==> src/rtl/lector_7seg_mux_pkg.sv <==
// Purpose: shared constants and types for the 7-segment reader path.
//   Segment patterns are ordered [6]=a .. [0]=g, 1 = lit.
package pkg_7seg;

    localparam int unsigned SEG_W = 7;
    localparam int unsigned COD_W = 4;

    localparam logic [SEG_W-1:0] SEG_0     = 7'b1111110;
    localparam logic [SEG_W-1:0] SEG_1     = 7'b0110000;
    localparam logic [SEG_W-1:0] SEG_2     = 7'b1101101;
    localparam logic [SEG_W-1:0] SEG_3     = 7'b1111001;
    localparam logic [SEG_W-1:0] SEG_4     = 7'b0110011;
    localparam logic [SEG_W-1:0] SEG_5     = 7'b1011011;
    localparam logic [SEG_W-1:0] SEG_6     = 7'b1011111;
    localparam logic [SEG_W-1:0] SEG_7     = 7'b1110000;
    localparam logic [SEG_W-1:0] SEG_8     = 7'b1111111;
    localparam logic [SEG_W-1:0] SEG_9     = 7'b1111011;
    localparam logic [SEG_W-1:0] SEG_GUION = 7'b0000001;

    localparam logic [COD_W-1:0] COD_GUION    = 4'hA;
    localparam logic [COD_W-1:0] COD_INVALIDO = 4'hF;

    typedef enum logic [1:0] {
        VACIO      = 2'd0,
        CAPTURANDO = 2'd1,
        ESTABLE    = 2'd2
    } estado_dig_t;

    // True when exactly one bit of v is set.
    function automatic logic es_onehot(input logic [31:0] v);
        return (v != 32'd0) && ((v & (v - 32'd1)) == 32'd0);
    endfunction

endpackage

==> src/rtl/lector_7seg_mux_if.sv <==
// Purpose: scanned display bus (input side) plus decoded results (output side).
//   master drives sample_en/segmentos/anodos and observes the results;
//   slave is the reader.
interface lector_7seg_mux_if
    import pkg_7seg::*;
#(
    parameter int unsigned N_DIG = 4
);
    logic                   sample_en;
    logic [SEG_W-1:0]       segmentos;
    logic [N_DIG-1:0]       anodos;
    logic [COD_W*N_DIG-1:0] digitos;
    logic [N_DIG-1:0]       valido;
    logic                   nuevo;
    logic                   error_anodo;

    modport master (
        output sample_en, segmentos, anodos,
        input  digitos, valido, nuevo, error_anodo
    );

    modport slave (
        input  sample_en, segmentos, anodos,
        output digitos, valido, nuevo, error_anodo
    );
endinterface

==> src/rtl/lector_7seg_mux_codificador.sv <==
// Purpose: combinational segment pattern -> 4-bit code.
//   segmentos  in  7  [6]=a .. [0]=g
//   codigo_c   out 4  0..9, A for dash, F for anything unrecognised
module codificador_7seg
    import pkg_7seg::*;
(
    input  logic [SEG_W-1:0] segmentos,
    output logic [COD_W-1:0] codigo_c
);

    always_comb begin
        codigo_c = COD_INVALIDO;
        case (segmentos)
            SEG_0:     codigo_c = 4'h0;
            SEG_1:     codigo_c = 4'h1;
            SEG_2:     codigo_c = 4'h2;
            SEG_3:     codigo_c = 4'h3;
            SEG_4:     codigo_c = 4'h4;
            SEG_5:     codigo_c = 4'h5;
            SEG_6:     codigo_c = 4'h6;
            SEG_7:     codigo_c = 4'h7;
            SEG_8:     codigo_c = 4'h8;
            SEG_9:     codigo_c = 4'h9;
            SEG_GUION: codigo_c = COD_GUION;
            default:   codigo_c = COD_INVALIDO;
        endcase
    end

endmodule

==> src/rtl/lector_7seg_mux.sv <==
// Purpose: recover per-digit codes from a scanned 7-segment bus with
//   stability filtering (a code must be seen STABLE_CNT consecutive visits).
//   clk, rst     clock and synchronous active-high reset
//   bus (slave)  sample_en/segmentos/anodos in; digitos/valido/nuevo/error_anodo out
// Outputs change two clock edges after the qualifying sample.
module lector_7seg_mux
    import pkg_7seg::*;
#(
    parameter int unsigned N_DIG      = 4,
    parameter int unsigned STABLE_CNT = 3,
    parameter int unsigned CNT_W      = 2
) (
    input  logic               clk,
    input  logic               rst,
    lector_7seg_mux_if.slave   bus
);

    // Stage 1: input sample registers.
    logic                   sample_en_d, sample_en_q;
    logic [SEG_W-1:0]       segmentos_d, segmentos_q;
    logic [N_DIG-1:0]       anodos_d,    anodos_q;

    always_comb begin
        sample_en_d = bus.sample_en;
        segmentos_d = bus.segmentos;
        anodos_d    = bus.anodos;
    end

    always_ff @(posedge clk) begin
        if (rst) begin
            sample_en_q <= 1'b0;
            segmentos_q <= '0;
            anodos_q    <= '0;
        end else begin
            sample_en_q <= sample_en_d;
            segmentos_q <= segmentos_d;
            anodos_q    <= anodos_d;
        end
    end

    // Stage 2: decode the registered sample and qualify the digit select.
    logic [COD_W-1:0] codigo_c;
    logic             onehot_c;
    logic             acepta_c;
    logic             error_c;

    codificador_7seg u_codificador (
        .segmentos (segmentos_q),
        .codigo_c  (codigo_c)
    );

    assign onehot_c = es_onehot(32'(anodos_q));
    assign acepta_c = sample_en_q & onehot_c;
    assign error_c  = sample_en_q & ~onehot_c;

    logic [COD_W*N_DIG-1:0] dig_bus;
    logic [N_DIG-1:0]       val_bus;
    logic [N_DIG-1:0]       cambio_bus;

    // Per-digit stability filter.
    for (genvar i = 0; i < N_DIG; i++) begin : g_dig
        estado_dig_t      estado_d, estado_q;
        logic [COD_W-1:0] cand_d,   cand_q;
        logic [CNT_W-1:0] cnt_d,    cnt_q;
        logic [COD_W-1:0] dig_d,    dig_q;
        logic             val_d,    val_q;
        logic             visita_c;
        logic             cambio_c;

        assign visita_c = acepta_c & anodos_q[i];

        always_comb begin
            estado_d = estado_q;
            cand_d   = cand_q;
            cnt_d    = cnt_q;
            dig_d    = dig_q;
            val_d    = val_q;
            cambio_c = 1'b0;
            if (visita_c) begin
                unique case (estado_q)
                    VACIO: begin
                        cand_d   = codigo_c;
                        cnt_d    = CNT_W'(1);
                        estado_d = CAPTURANDO;
                    end
                    CAPTURANDO: begin
                        if (codigo_c == cand_q) begin
                            // Saturate rather than wrap.
                            if (cnt_q < CNT_W'(STABLE_CNT)) begin
                                cnt_d = cnt_q + CNT_W'(1);
                            end
                        end else begin
                            cand_d = codigo_c;
                            cnt_d  = CNT_W'(1);
                        end
                    end
                    ESTABLE: begin
                        // Held output stays until the new code commits.
                        if (codigo_c != dig_q) begin
                            cand_d   = codigo_c;
                            cnt_d    = CNT_W'(1);
                            estado_d = CAPTURANDO;
                        end
                    end
                    default: begin
                        estado_d = VACIO;
                    end
                endcase
                // Commit once the streak length is reached (also covers STABLE_CNT == 1).
                if ((estado_d == CAPTURANDO) && (cnt_d >= CNT_W'(STABLE_CNT))) begin
                    estado_d = ESTABLE;
                    dig_d    = cand_d;
                    val_d    = (cand_d != COD_INVALIDO);
                    cambio_c = (cand_d != dig_q);
                end
            end
        end

        always_ff @(posedge clk) begin
            if (rst) begin
                estado_q <= VACIO;
                cand_q   <= COD_INVALIDO;
                cnt_q    <= '0;
                dig_q    <= COD_INVALIDO;
                val_q    <= 1'b0;
            end else begin
                estado_q <= estado_d;
                cand_q   <= cand_d;
                cnt_q    <= cnt_d;
                dig_q    <= dig_d;
                val_q    <= val_d;
            end
        end

        assign dig_bus[COD_W*i +: COD_W] = dig_q;
        assign val_bus[i]                = val_q;
        assign cambio_bus[i]             = cambio_c;
    end

    // Event pulses; a commit needs a one-hot select, so they never coincide.
    logic nuevo_d,       nuevo_q;
    logic error_anodo_d, error_anodo_q;

    always_comb begin
        nuevo_d       = |cambio_bus;
        error_anodo_d = error_c;
    end

    always_ff @(posedge clk) begin
        if (rst) begin
            nuevo_q       <= 1'b0;
            error_anodo_q <= 1'b0;
        end else begin
            nuevo_q       <= nuevo_d;
            error_anodo_q <= error_anodo_d;
        end
    end

    assign bus.digitos     = dig_bus;
    assign bus.valido      = val_bus;
    assign bus.nuevo       = nuevo_q;
    assign bus.error_anodo = error_anodo_q;

endmodule

==> src/flat_wrapper.sv <==
// flat-port wrapper written by rule: the top's interface ports become plain ports
module lector_7seg_mux_flat import pkg_7seg::*;
#(
    parameter int unsigned N_DIG      = 4,
    parameter int unsigned STABLE_CNT = 3,
    parameter int unsigned CNT_W      = 2
)
  (clk, rst, bus_sample_en, bus_segmentos, bus_anodos, bus_digitos, bus_valido, bus_nuevo, bus_error_anodo);
  lector_7seg_mux_if #(.N_DIG(N_DIG)) bus_i ();
  input  logic clk;
  input  logic rst;
  input wire logic [$bits(bus_i.sample_en)-1:0] bus_sample_en;
  input wire logic [$bits(bus_i.segmentos)-1:0] bus_segmentos;
  input wire logic [$bits(bus_i.anodos)-1:0] bus_anodos;
  output wire logic [$bits(bus_i.digitos)-1:0] bus_digitos;
  output wire logic [$bits(bus_i.valido)-1:0] bus_valido;
  output wire logic [$bits(bus_i.nuevo)-1:0] bus_nuevo;
  output wire logic [$bits(bus_i.error_anodo)-1:0] bus_error_anodo;
  assign bus_i.sample_en = bus_sample_en;
  assign bus_i.segmentos = bus_segmentos;
  assign bus_i.anodos = bus_anodos;
  assign bus_digitos = bus_i.digitos;
  assign bus_valido = bus_i.valido;
  assign bus_nuevo = bus_i.nuevo;
  assign bus_error_anodo = bus_i.error_anodo;
  lector_7seg_mux #(.N_DIG(N_DIG), .STABLE_CNT(STABLE_CNT), .CNT_W(CNT_W)) u_core (.clk(clk), .rst(rst), .bus(bus_i));
endmodule
==> config.mk <==
export PLATFORM = sky130hd
export DESIGN_NAME = lector_7seg_mux_flat
export DESIGN_NICKNAME = d
export VERILOG_FILES = /design/src/rtl/lector_7seg_mux_pkg.sv /design/src/rtl/lector_7seg_mux_if.sv /design/src/rtl/lector_7seg_mux_codificador.sv /design/src/rtl/lector_7seg_mux.sv /design/src/flat_wrapper.sv
export SDC_FILE = /design/constraint.sdc
export NUM_CORES = 1
export LEC_CHECK = 0
export ABC_CLOCK_PERIOD_IN_PS = 7600
export CAP_MARGIN = 5
export CORE_MARGIN = 1.5
export CORE_UTILIZATION = 40
export DETAILED_ROUTE_END_ITERATION = 16
export SLEW_MARGIN = 30
export SYNTH_ARGS = -nofsm -noshare
export SYNTH_HDL_FRONTEND = slang
export SYNTH_HIERARCHICAL = 1
export SYNTH_SLANG_ARGS = --single-unit
==> constraint.sdc <==
create_clock -name clk -period 7.6 [get_ports clk]
set_input_delay 1.52 -clock clk [delete_from_list [all_inputs] [get_ports clk]]
set_output_delay 1.52 -clock clk [all_outputs]
set_load 0.005 [all_outputs]
## Yosys cells after proc, flatten, opt, wreduce, memory -nomap -nowiden

Index checks and enable logic that the tools add are counted.

| operators by class | value |
|---|---|
| add/sub/neg operators | 5 |
| magnitude comparators | 8 |
| equality and inequality tests | 39 |
| mux-type cells | 61 |
| bitwise logic cells | 8 |
| reduce and logical (&&, ||, !) cells | 16 |

Operator list:

| cell | number |
|---|---|
| 7-bit equality test (second input constant) | 8 |
| 2-bit 2-to-1 mux | 28 |
| 4-bit 2-to-1 mux | 12 |
| 2-bit case mux with 3 select lines | 8 |
| 4-bit case mux with 3 select lines | 4 |
| 4-bit case mux with 11 select lines | 1 |
| 4-bit by 32-bit AND with 32-bit output | 1 |
| 32-bit logical NOT | 1 |
| 4-bit inequality test | 8 |
| 2-bit by 1-bit equality test with 1-bit output (second input constant) | 8 |
| 4-bit equality test | 4 |
| 4-bit inequality test (second input constant) | 4 |
| 7-bit by 6-bit equality test with 1-bit output (second input constant) | 2 |
| 2-bit by 1-bit adder with 2-bit output (second input constant) | 4 |
| 2-bit equality test (second input constant) | 4 |
| 2-bit greater-or-equal comparator (second input constant) | 4 |
| 2-bit logical NOT | 4 |
| 2-bit less-than comparator (second input constant) | 4 |
| 1-bit 2-to-1 mux | 8 |
| 2-bit AND reduction | 4 |
| 7-bit by 1-bit equality test with 1-bit output (second input constant) | 1 |
| 1-bit AND | 6 |
| 1-bit logical AND | 5 |
| 4-bit by 1-bit subtractor with 5-bit output (second input constant) | 1 |
| 3 further kinds | 3 |

| word-level totals | value |
|---|---|
| register bits | 66 |
| output and inout bits | 22 |
| word-level logic and storage cells | 162 |

## Depth between registers and ports, before layout

| logic depth | value |
|---|---|
| depth in word-level cells | 12 |
| gate-level depth with buffers | 14 |

## Modules after synthesis

The synthesis kept the hierarchy.

By module, submodules not included:

| module | times used | cells each | area an instance (sq um) | sequential area each (sq um) |
|---|---|---|---|---|
| lector_7seg_mux | 1 | 374 | 3422.0 | 1321.3 |
| codificador_7seg | 1 | 48 | 286.5 | 0.0 |

## Worst setup path after synthesis

No wires, ideal clock.

| path | value |
|---|---|
| path kind | reg2reg |
| start point | reg u_core.segmentos_q[4] |
| end point | reg u_core.g_dig[1].dig_q[0] |
| arrival | 2580 ps |
| path slack | 4888 ps |
| stages on the path, launching flop included | 13 |
| path buffers | 3 |
| period minus slack after synthesis | 2712 ps |
| cell sequence | dfxtp_1 buf_6 or4_4 a211oi_2 a21oi_1 nand3_2 buf_2 xnor2_1 nand3_1 or4_1 buf_2 nor2_1 a22oi_1 |

| on the way | value |
|---|---|
| longest elaborated chain between the ends | 9 |
| elaborated cells between the ends (all ways) | 29 |
| those cells by class | order compare: 1; eq/ne: 14; mux: 12; reduce/logical: 2 |

RTL lines:

| element | line | source |
|---|---|---|
| from (decl) | lector_7seg_mux.sv:20 | `logic [SEG_W-1:0] segmentos_d, segmentos_q;` |
| from (signal assigned) | lector_7seg_mux.sv:36 | `segmentos_q <= segmentos_d;` |
| 7-bit by 1-bit equality test with 1-bit output (tied with other cells) | lector_7seg_mux_codificador.sv:13 | `case (segmentos)` |
| 4-bit case mux with 11 select lines (*) | lector_7seg_mux_codificador.sv:13 |  |
| net u_core.codigo_c[1] | lector_7seg_mux.sv:42 | `logic [COD_W-1:0] codigo_c;` |
| 4-bit inequality test or 4-bit equality test (tied branches) | lector_7seg_mux.sv:99, lector_7seg_mux.sv:87 |  |
| 2-bit 2-to-1 mux (on tied branches) | lector_7seg_mux.sv:99, lector_7seg_mux.sv:87 |  |
| 2-bit case mux with 3 select lines | lector_7seg_mux.sv:80 | `unique case (estado_q)` |
| 2-bit 2-to-1 mux | lector_7seg_mux.sv:79 | `if (visita_c) begin` |
| 2-bit greater-or-equal comparator or 2-bit by 1-bit equality test with 1-bit output (tied branches) | lector_7seg_mux.sv:110 | `if ((estado_d == CAPTURANDO) && (cnt_d >= CNT_W'(STABLE_CNT))) begin` |
| 1-bit logical AND | lector_7seg_mux.sv:110 |  |
| 2-bit AND reduction (no source line) | - |  |
| to (signal assigned) | lector_7seg_mux.sv:130 | `dig_q <= dig_d;` |
| to (decl) | lector_7seg_mux.sv:65 | `logic [COD_W-1:0] dig_d, dig_q;` |

The timed path passes the listed nets; every way through them passes the cells marked *. The select of a mux whose other input is x is not followed.
A chain may end at the register's enable or synchronous reset.

## Worst setup path after layout

| path | value |
|---|---|
| start point | reg u_core.segmentos_q[5] |
| end point | reg u_core.g_dig[1].dig_q[0] |

Same word-level chain as after synthesis.

==> impl_metrics.ini <==
[setup_path]
reg2reg_depth = 9
cp-end-kind = flop
crit_path_max_fanout = 15
timing.rr.end = u_core/g_dig[1].dig_q[0]
critPathKind = flop to flop
worst_ep_arrival_time_ns = 3.96
cp.required_ns = 7.80
startpoint_of_the_worst_slack_reg_to_reg_timing_path = u_core/segmentos_q[5]
critPathLaunchType = flop
setup.reg_to_reg.worst_slack_ns = 3.84

[clock_network]
cts_repair_resize_count = 0
cts_tree = done
clkTransAtPathRegs_ns = 0.08
clk_latency_ns = 0.34
num_clock_sinks = 66
cts_htree_levels = 3
clock_path_buffers = 2
root_buffer = clkbuf_8
post-cts-setup-buffer-count = 0
cts_inserted_buffers = 9
hold_buffers = 0

[sta]
final.min_clock_period_ns = 3.76
fin_ws_ns = 3.84
worst_hold_slack_ns = 0.474
min_period_over_period = 0.495
setup-tns-final_ns = 0
grt_setup_unrepaired = no
maxClockFrequency_mhz = 266
report.final.slew_viol_count = 0
worst_pin_slew_ns = 0.961
relSlewSlack = 0.357
hold_viol = 0
timing.clock.skew_ns = 0.00884
setup_viol_count_final = 0

[grt]
first_global_vias = 2780
top_usage_layer = met2
overflow = 0
grt_start_max_net_pins = 47
gr-usage-met1 = 0.233
grt_first_pass_wirelength_um = 13600
initial_antenna_violation_count = 0
use_met2 = 0.274
use_met3 = 0.0274
gr-usage-all-layers = 0.172

[synth]
post_synth_instance_area_sq_um = 3710
synth_top_cells_by_count = dfxtp_1, nand2_1, xor2_1
synth.most_common_cell = dfxtp_1
synthesized_flop_and_latch_total = 66
asyncSetResetFlopFracSynth = 0
sequential_area_share_after_synthesis = 0.356
most_area_hungry_cell_type_in_the_yosys_netlist = dfxtp_1
synth-main-ff-cell = dfxtp_1
post-synth-top-area-fraction = 0.356
synth.yosys.warnings = 6
synth_edf_count = 0
synth_fp_nets = 436
synthTopCellsByArea = dfxtp_1, xor2_1, mux2i_1, nand2_1, xnor2_1
avgSynthCellArea_sq_um = 8.79
synthesis.instances = 422
ys_types = 64

[drt]
drtPass1Iterations = 4
detailroute.via_count = 3011
antenna_left = 0
dr.first_iter.drc_count = 102
routed_wl_um = 8200
drt-wirelength-per-cell_um = 14.8
drc = 0
drt-vias-per-instance = 5.44

[floorplanning]
floorplan.die.height_um = 99.3
die_area_sq_um = 9860
starting_density_of_the_core = 0.419
count_of_boundary_i_o_pins = 36
rows = 34
floorplan.die.width_um = 99.3
coreArea_sq_um = 8850

[place]
gp_congestion = 0.817
numPlacedInstances = 538
port_buffer_count = 35
dp.final_hpwl_um = 5600
dpl_worst_slack_ns = 3.83

[hold_path]
hold_path_end = u_core/g_dig[3].val_q
whs_path_depth = 2
hp-start = u_core/g_dig[3].val_q
hold_path.class = flop to flop

[power_and_ir_drop]
powerDensity_nw_per_um2 = 183
power.leakage_uw = 0.00162
ir_worst_vdd_mv = 0.108

[run_status]
status = finished clean

[layout]
antenna-diode-count = 0
final.fill_count = 881
final_cells = 554
finish.net_count = 455
layout.core_utilization = 0.483
area_growth_pct = 15.3
ratio_of_cells_with_drive_above_1_in_the_final_layout = 0.0897

[job]
drv.max_cap_violation_count = 0
[critical path, stage by stage (launching register included)]
cell	delay, ns
dfxtp_1	0.55
nand2_1	0.12
nor4_1	0.43
nor3_1	0.13
nand2_1	0.08
nand4_1	0.73
xor2_1	0.40
or4_1	0.76
nor2_1	0.29
a22oi_1	0.13
[flip-flops by register name, summed over array words and instances, names as in the netlist]
name and cells:
u_core/bus.error_anodo 1, u_core/anodos_q 4, u_core/segmentos_q 7, u_core/g_dig.val_q 4, u_core/g_dig.dig_q 16, u_core/g_dig.cand_q 16
u_core/g_dig.estado_q 8, u_core/sample_en_q 1, u_core/bus.nuevo 1, u_core/g_dig.cnt_q 8
[power by group]
part / internal [uW] / switching, uW
Sequential: 351 / 8.13
Clock: 218 / 142
Combinational: 27.8 / 36.1
[metrics by stage]
stage	power (uW)	cell area, sq um
after floorplan	415	3710
after global placement	430	4040
after detailed placement	431	4040
after CTS	791	4280
after global routing	814	4280
final	782	4280
[area by class of cell]
| type | instances | area [sq um] | share of cell area |
|---|---|---|---|
| flip-flops and latches | 66 | 1320 | 0.309 |
| well taps | 108 | 135 | 0.0316 |
| repair buffers | 36 | 358 | 0.0837 |
| clock inverters | 7 | 116 | 0.0272 |
| clock buffers | 9 | 124 | 0.0290 |
| multi-input cells | 316 | 2180 | 0.509 |
| inverters | 12 | 45.0 | 0.0105 |
[routing by layer]
metal,up-vias,part of all wire
li1,1540,-
met1,1424,0.50
met2,37,0.46
met3,10,0.024
met4,0,0.015
met5,-,0
[cell families (layout without fill, tap and decap cells)]
| family | after synthesis | count (layout) | synth area share |
|---|---|---|---|
| simple gates | 170 | 170 | 0.253 |
| compound gates | 76 | 76 | 0.160 |
| flops | 66 | 66 | 0.356 |
| xor+xnor | 45 | 45 | 0.106 |
| buf+inv | 40 | 64 | 0.0570 |
| mux | 25 | 25 | 0.0675 |
[worst max-delay path by stage]
stage / start / endpoint / slack [ns] / cells past startpoint
global route: u_core/segmentos_q[5] / u_core/g_dig[2].dig_q[0] / 3.58 / 10
finish: u_core/segmentos_q[5] / u_core/g_dig[1].dig_q[0] / 3.84 / 9
CTS: u_core/segmentos_q[5] / u_core/g_dig[1].dig_q[0] / 3.83 / 9
detailed placement: rst / u_core/g_dig[1].val_q / 3.83 / 5
global placement: rst / u_core/g_dig[3].val_q / 3.88 / 5
floorplan: u_core/segmentos_q[4] / u_core/g_dig[1].dig_q[0] / 4.89 / 12
[layout by cell type, fill, tap and decap left out, types with 2 or more instances in the layout]
| master | Yosys | final |
|---|---|---|
| nand3_2 | 2 | 2 |
| nor2b_1 | 16 | 16 |
| o41ai_2 | 2 | 2 |
| mux2i_1 | 25 | 25 |
| a22oi_1 | 10 | 10 |
| bufinv_16 | 0 | 3 |
| xnor2_1 | 15 | 15 |
| a21o_1 | 4 | 4 |
| o21ai_0 | 7 | 7 |
| a21oi_1 | 17 | 17 |
| clkinv_2 | 0 | 2 |
| or4_1 | 2 | 2 |
| nand2_1 | 43 | 43 |
| o21ai_1 | 4 | 4 |
| nor2_1 | 27 | 27 |
| nor4b_1 | 2 | 2 |
| and3_1 | 4 | 4 |
| a22o_1 | 2 | 2 |
| inv_1 | 11 | 11 |
| o31ai_1 | 3 | 3 |
| nor3_1 | 12 | 12 |
| nand4_1 | 14 | 14 |
| nor4_1 | 4 | 4 |
| o211ai_1 | 6 | 6 |
| a21oi_2 | 2 | 2 |
| and4b_1 | 2 | 2 |
| o41ai_1 | 3 | 3 |
| a311oi_1 | 2 | 2 |
| and2_1 | 2 | 2 |
| nand3_1 | 14 | 14 |
| xor2_1 | 30 | 30 |
| nand2b_1 | 11 | 11 |
| clkdlybuf4s50_1 | 0 | 35 |
| o311ai_1 | 2 | 2 |
| dfxtp_1 | 66 | 66 |
| clkbuf_8 | 0 | 9 |
Note: power is estimated with default switching activity, not from simulation.
